[src/rtl/riscv_mc_control.sv]
// Multicycle RV32I control FSM: FETCH/DECODE/EXEC/MEM/WB sequencing, ALUOp encoding and branch resolution.
// Optional build macro RISCV_MC_ILLEGAL_TRAP_EN: illegal encodings lock the FSM in TRAP until rst.
module riscv_mc_control #(
    parameter logic [2:0] RESET_STATE = 3'd0
) (
    input  logic        clk,
    input  logic        rst,
    input  logic [31:0] instr,
    input  logic        imem_ack,
    input  logic        dmem_ack,
    input  logic        alu_zero,
    input  logic        alu_lsb,
    output logic        imem_req,
    output logic        dmem_req,
    output logic        dmem_we,
    output logic        ir_write,
    output logic [3:0]  ALUOp,
    output logic        alu_src_a,
    output logic        alu_src_b,
    output logic [2:0]  imm_sel,
    output logic [1:0]  result_src,
    output logic        reg_write,
    output logic        pc_write,
    output logic [1:0]  pc_src,
    output logic        illegal
);

    typedef enum logic [2:0] {
        FETCH  = 3'd0,
        DECODE = 3'd1,
        EXEC   = 3'd2,
        MEM    = 3'd3,
        WB     = 3'd4,
        TRAP   = 3'd5
    } state_t;

    localparam logic [6:0] OPC_OP     = 7'b0110011;
    localparam logic [6:0] OPC_OPIMM  = 7'b0010011;
    localparam logic [6:0] OPC_LUI    = 7'b0110111;
    localparam logic [6:0] OPC_AUIPC  = 7'b0010111;
    localparam logic [6:0] OPC_LOAD   = 7'b0000011;
    localparam logic [6:0] OPC_STORE  = 7'b0100011;
    localparam logic [6:0] OPC_JAL    = 7'b1101111;
    localparam logic [6:0] OPC_JALR   = 7'b1100111;
    localparam logic [6:0] OPC_BRANCH = 7'b1100011;

    localparam logic [2:0] IMM_I = 3'd0;
    localparam logic [2:0] IMM_S = 3'd1;
    localparam logic [2:0] IMM_B = 3'd2;
    localparam logic [2:0] IMM_U = 3'd3;
    localparam logic [2:0] IMM_J = 3'd4;

    state_t     state, state_n;
    logic       taken;
    logic       ill_q;

    logic [6:0] opcode;
    logic [2:0] f3;
    logic [6:0] f7;
    logic       is_load, is_store, is_branch, is_jal, is_jalr;
    logic       dec_illegal;
    logic [3:0] dec_aluop;
    logic       dec_src_a, dec_src_b;
    logic [2:0] dec_imm;
    logic       br_cond;
    logic       unused_instr_bits;

    assign opcode    = instr[6:0];
    assign f3        = instr[14:12];
    assign f7        = instr[31:25];
    assign is_load   = (opcode == OPC_LOAD);
    assign is_store  = (opcode == OPC_STORE);
    assign is_branch = (opcode == OPC_BRANCH);
    assign is_jal    = (opcode == OPC_JAL);
    assign is_jalr   = (opcode == OPC_JALR);

    // Register indices and immediate bits belong to the datapath, not to control.
    assign unused_instr_bits = ^{instr[24:15], instr[11:7]};

    always_comb begin
        dec_illegal = 1'b0;
        dec_aluop   = 4'b0000;
        dec_src_a   = 1'b0;
        dec_src_b   = 1'b0;
        dec_imm     = IMM_I;
        case (opcode)
            OPC_OP: begin
                dec_aluop = {f7[5], f3};
                if (!((f7 == 7'h00) || ((f7 == 7'h20) && ((f3 == 3'b000) || (f3 == 3'b101)))))
                    dec_illegal = 1'b1;
            end
            OPC_OPIMM: begin
                dec_aluop = {(f3 == 3'b101) & f7[5], f3};
                dec_src_b = 1'b1;
                if ((f3 == 3'b001) && (f7 != 7'h00))
                    dec_illegal = 1'b1;
                if ((f3 == 3'b101) && (f7 != 7'h00) && (f7 != 7'h20))
                    dec_illegal = 1'b1;
            end
            OPC_LUI: begin
                dec_aluop = 4'b1001;
                dec_src_b = 1'b1;
                dec_imm   = IMM_U;
            end
            OPC_AUIPC: begin
                dec_src_a = 1'b1;
                dec_src_b = 1'b1;
                dec_imm   = IMM_U;
            end
            OPC_LOAD: begin
                dec_src_b = 1'b1;
            end
            OPC_STORE: begin
                dec_src_b = 1'b1;
                dec_imm   = IMM_S;
            end
            OPC_JAL: begin
                dec_src_a = 1'b1;
                dec_src_b = 1'b1;
                dec_imm   = IMM_J;
            end
            OPC_JALR: begin
                dec_src_b = 1'b1;
            end
            OPC_BRANCH: begin
                dec_imm = IMM_B;
                case (f3)
                    3'b000, 3'b001: dec_aluop = 4'b1000;
                    3'b100, 3'b101: dec_aluop = 4'b0010;
                    3'b110, 3'b111: dec_aluop = 4'b0011;
                    default:        dec_illegal = 1'b1;
                endcase
            end
            default: dec_illegal = 1'b1;
        endcase
    end

    always_comb begin
        case (f3)
            3'b000:         br_cond = alu_zero;
            3'b001:         br_cond = !alu_zero;
            3'b100, 3'b110: br_cond = alu_lsb;
            3'b101, 3'b111: br_cond = !alu_lsb;
            default:        br_cond = 1'b0;
        endcase
    end

    always_ff @(posedge clk) begin
        if (rst) begin
            state <= state_t'(RESET_STATE);
            taken <= 1'b0;
            ill_q <= 1'b0;
        end else begin
            state <= state_n;
            if (state == EXEC)
                taken <= br_cond;
            if (state == DECODE)
                ill_q <= dec_illegal;
        end
    end

    always_comb begin
        state_n    = state;
        imem_req   = 1'b0;
        dmem_req   = 1'b0;
        dmem_we    = 1'b0;
        ir_write   = 1'b0;
        ALUOp      = 4'b0000;
        alu_src_a  = 1'b0;
        alu_src_b  = 1'b0;
        imm_sel    = IMM_I;
        result_src = 2'd0;
        reg_write  = 1'b0;
        pc_write   = 1'b0;
        pc_src     = 2'd0;
        illegal    = 1'b0;
        case (state)
            FETCH: begin
                imem_req = 1'b1;
                if (imem_ack) begin
                    ir_write = 1'b1;
                    state_n  = DECODE;
                end
            end
            DECODE: begin
`ifdef RISCV_MC_ILLEGAL_TRAP_EN
                state_n = dec_illegal ? TRAP : EXEC;
`else
                state_n = dec_illegal ? WB : EXEC;
`endif
            end
            EXEC: begin
                ALUOp     = dec_aluop;
                alu_src_a = dec_src_a;
                alu_src_b = dec_src_b;
                imm_sel   = dec_imm;
                state_n   = (is_load || is_store) ? MEM : WB;
            end
            MEM: begin
                dmem_req = 1'b1;
                dmem_we  = is_store;
                if (dmem_ack)
                    state_n = WB;
            end
            WB: begin
                pc_write = 1'b1;
                state_n  = FETCH;
                if (ill_q) begin
                    illegal = 1'b1;
                end else begin
                    reg_write = !(is_store || is_branch);
                    if (is_load)
                        result_src = 2'd1;
                    else if (is_jal || is_jalr)
                        result_src = 2'd2;
                    if (is_jal || (is_branch && taken))
                        pc_src = 2'd1;
                    else if (is_jalr)
                        pc_src = 2'd2;
                end
            end
            TRAP: begin
`ifdef RISCV_MC_ILLEGAL_TRAP_EN
                illegal = 1'b1;
                state_n = TRAP;
`else
                state_n = FETCH;
`endif
            end
            default: state_n = FETCH;
        endcase

        // Reset must silence every request and strobe within the cycle it is asserted.
        if (rst) begin
            imem_req   = 1'b0;
            dmem_req   = 1'b0;
            dmem_we    = 1'b0;
            ir_write   = 1'b0;
            ALUOp      = 4'b0000;
            alu_src_a  = 1'b0;
            alu_src_b  = 1'b0;
            imm_sel    = IMM_I;
            result_src = 2'd0;
            reg_write  = 1'b0;
            pc_write   = 1'b0;
            pc_src     = 2'd0;
            illegal    = 1'b0;
        end
    end

endmodule

[config.mk]
export PLATFORM = sky130hd
export DESIGN_NAME = riscv_mc_control
export DESIGN_NICKNAME = d
export VERILOG_FILES = /design/src/rtl/riscv_mc_control.sv
export SDC_FILE = /design/constraint.sdc
export NUM_CORES = 1
export LEC_CHECK = 0
export ABC_AREA = 1
export BUFFER_PORTS_ARGS = -buffer_cell sky130_fd_sc_hd__buf_2
export CORE_MARGIN = 1.5
export CORE_UTILIZATION = 42
export CTS_BUF_LIST = sky130_fd_sc_hd__clkbuf_4 sky130_fd_sc_hd__clkbuf_8 sky130_fd_sc_hd__clkbuf_16
export DETAILED_ROUTE_END_ITERATION = 8
export PLACE_DENSITY = 0.89
export SYNTH_ARGS = -nofsm -noshare
export SYNTH_HDL_FRONTEND = slang
export SYNTH_SLANG_ARGS = --single-unit
[constraint.sdc]
create_clock -name clk -period 2.2 [get_ports clk]
set_clock_uncertainty 0.1 [all_clocks]
set_input_delay 0.33 -clock clk [delete_from_list [all_inputs] [get_ports clk]]
set_output_delay 0.33 -clock clk [all_outputs]
set_load 0.02 [all_outputs]
==> impl_metrics.toml <==
[timing]
timing.fmax_ghz = 0.505
setup_viol = 0
finalHoldViolCount = 0
layout_worst_path_cycle_share_pct = 90.0
post-route-min-period_ps = 1980
max_slew.worst_pin.slew_ps = 392
worst_slew_margin_rel_pct = 73.5
max_slew_vio_count = 0
grt_setup_unrepaired = "false"
setup_tns_ps = 0

[global_route]
initial_antenna_violation_count = 0
first_pass_grt_wire_length_um = 3460
grt_max_degree = 9
first_global_vias = 905
globalRoute.totalOverflow = 0
grt.total_usage_pct = 22.6

[floorplan]
start_util_pct = 44.2
row_count = 15
die_h_um = 45.2
fp.coreArea_um2 = 1690
die-width_um = 45.2
top_level_ports = 58
die_area_um2 = 2040

[detailed_routing]
antenna_violating_nets_post_route = 0
number_of_iterations_in_the_first_detailed_routing_pass = 4
drt-wirelength-per-cell_um = 10.7
detail_route.wirelength_um = 2140
vias_per_cell = 5.21
via_count = 1037
drt_drc_violations_left = 0
drt-initial-drc-count = 25

[worst_setup_path]
crit_path_end_kind = "output pin"
crit_buf_inv = 3
r2r.worst_path.cells = 8
worst_path_largest_cell_delay_ps = 190
cp_top_family = "simple AND/OR/NAND/NOR gates"
timing.critical_path.required_ps = 1770
critical_path.cell_chain = "buf_2, inv_2, nand2_2, nor2_1, nand2_2, nor2_1, o21ai_0, a21oi_1, buf_2"
signal_arrival_time_at_the_worst_endpoint_ps = 1550
crit_path_max_fo = 5
setup.worst_path.start_class = "primary input"
critical-path-slowest-cell = "sky130_fd_sc_hd__nor2_1"
worst-path-stages = 9
crit_type = "primary input to output pin"

[layout]
flow.area_growth_from_synthesis_pct = 34.0
final.fill_count = 171
insertedDiodeCount = 0
fraction_of_layout_instances_using_a_drive_strength_above_1_pct = 39.6
nNetsFinal = 221

[power_and_ir_drop]
vdd.ir_drop.worst_mv = 0.258
cellLeakagePower_uw = 0.000528
p_total_uw = 329
power_density_nw_per_um2 = 329

[placed_design]
gpl_wtd_cong = 0.920
port_buffers = 42
detailed_place_hpwl_um = 1790

[synthesis]
seq_area_frac_synth_pct = 13.4
number_of_enable_flip_flop_cells_after_synthesis = 0
synth.area.top_cells = "sky130_fd_sc_hd__dfxtp_1, sky130_fd_sc_hd__nand2_1, sky130_fd_sc_hd__nor2_1"
mean_instance_size_in_the_synthesized_netlist_um2 = 5.41
netlist_instances = 138
synth-warning-count = 0
syn_nets = 176
synth.cells.most_frequent = "sky130_fd_sc_hd__nand2_1, sky130_fd_sc_hd__nor2_1, sky130_fd_sc_hd__inv_1, sky130_fd_sc_hd__a21oi_1, sky130_fd_sc_hd__nand3_1"
netlist.area_leader.share_pct = 13.4
synth_most_common_cell = "sky130_fd_sc_hd__nand2_1"
area_share_of_xor_xnor_cells_in_the_synthesized_design_pct = 0
largest_family_of_logic_cells_by_synthesized_area = "simple AND/OR/NAND/NOR gates"
yosys.area_share.adder_pct = 0
ys_types = 23
synth-async-reset-ratio_pct = 0
synth_mux_area_share_pct = 0
synth_top_cell_by_area = "sky130_fd_sc_hd__dfxtp_1"
synth_compound_area_share_pct = 16.4
netlist_area_um2 = 747
dominantRegCellSynth = "sky130_fd_sc_hd__dfxtp_1"
synth-seq-cells = 5
post_synth_and_or_nand_nor_area_fraction_pct = 58.3

[hold_path]
holdPathStages = 2
hold_class = "primary input to register"

[clocking]
tritoncts_clock_tree = "built"
cts_buffers = 3
clock_tree.buffer_depth = 2
clkLatencyLatePin_ps = 240
cts_hold_repair.buffers = 0
clk_pin_slew_ps = 40
clock_sinks = 5
clk_root_buffer_cell = "sky130_fd_sc_hd__clkbuf_4"
ctsHtreeMaxLevel = 1

[outcome]
outcome = "finished clean"

[flow_run]
max_cap_viols = 0
-- cell type report --
class	count	area [µm²]	share of cell area, %
multi-input cells	110	561	56.0
well taps	17	21.3	2.13
inverters	21	78.8	7.87
repair buffers	42	210	21.0
flip-flops and latches	5	100	10.0
clock buffers	4	30.0	3.00
-- cell families (layout without fill, tap and decap cells) --
logic type | count (synthesis) | after routing
buf+inv | 23 | 67
compound gates | 22 | 22
simple gates | 88 | 88
flops | 5 | 5
-- registers in the layout, summed over array words and instances, names as in the netlist --
name	flops
ill_q	1
state	3
taken	1
-- stage by stage --
step	area (µm²)	hold WS, ps	util (%)	setup WS, ps	std cells
6_report	1000	258	59.3	221	199
3_5_place_dp	968	366	57.3	225	195
2_1_floorplan	747	344	-	328	138
5_1_grt	1000	260	59.3	43.6	199
3_3_place_gp	968	357	57.3	288	195
4_1_cts	998	248	59.1	156	199
-- report_power, final --
part	switching [µW]	internal, µW	leakage [µW]	total (µW)
logic	70.1	39.0	0.000469	109
registers	5.11	97.1	0.0000408	102
clock network	37.0	80.8	0.0000184	118
total	112	217	0.000528	329
-- per-layer routing --
| metal | track usage, % | vias up | routed length (µm) |
|---|---|---|---|
| met3 | 4.00 | 10 | 148 |
| met4 | 12.9 | 0 | 87 |
| li1 | - | 529 | - |
| met2 | 37.4 | 50 | 977 |
| met5 | 0 | - | 0 |
| met1 | 27.3 | 448 | 921 |
-- what timing repair did --
action,in CTS,in global routing
setup buffers,0,0
setup endpoints to repair,0,5
gates resized for setup,0,1
-- final timing paths --
kind                            slack, ps                    end             startpoint
worst max-delay path                  220               ALUOp[0]               instr[6]
worst min-delay path                  260  state[0]$_SDFFE_PP0P_                    rst
worst max register to register        800  state[0]$_SDFFE_PP0P_  state[1]$_SDFFE_PP0P_
worst min register to register        380     taken$_SDFFE_PP0N_     taken$_SDFFE_PP0N_
-- worst reg2reg max path, cell delays in order, from the launching register on --
cell and delay (ps):
sky130_fd_sc_hd__dfxtp_1 350, sky130_fd_sc_hd__inv_1 60, sky130_fd_sc_hd__nor2_2 140, sky130_fd_sc_hd__nand2_1 110, sky130_fd_sc_hd__or2_1 250, sky130_fd_sc_hd__o21ai_1 90
sky130_fd_sc_hd__nor2_1 70, sky130_fd_sc_hd__o21ai_1 70, sky130_fd_sc_hd__a21oi_1 70
-- layout by cell type (no fill, tap or decap), types with 3 or more instances in the layout --
cell,netlist,routed
sky130_fd_sc_hd__inv_2,3,3
sky130_fd_sc_hd__nor3_1,6,6
sky130_fd_sc_hd__nand2_2,9,9
sky130_fd_sc_hd__a21oi_1,12,12
sky130_fd_sc_hd__clkbuf_4,0,4
sky130_fd_sc_hd__nand3_1,10,10
sky130_fd_sc_hd__inv_1,18,18
sky130_fd_sc_hd__nor2_1,23,22
sky130_fd_sc_hd__buf_2,2,42
sky130_fd_sc_hd__dfxtp_1,5,5
sky130_fd_sc_hd__o21ai_0,3,3
sky130_fd_sc_hd__nor2_2,6,7
sky130_fd_sc_hd__nand2_1,26,26
Power figures use the tool's default switching activity.
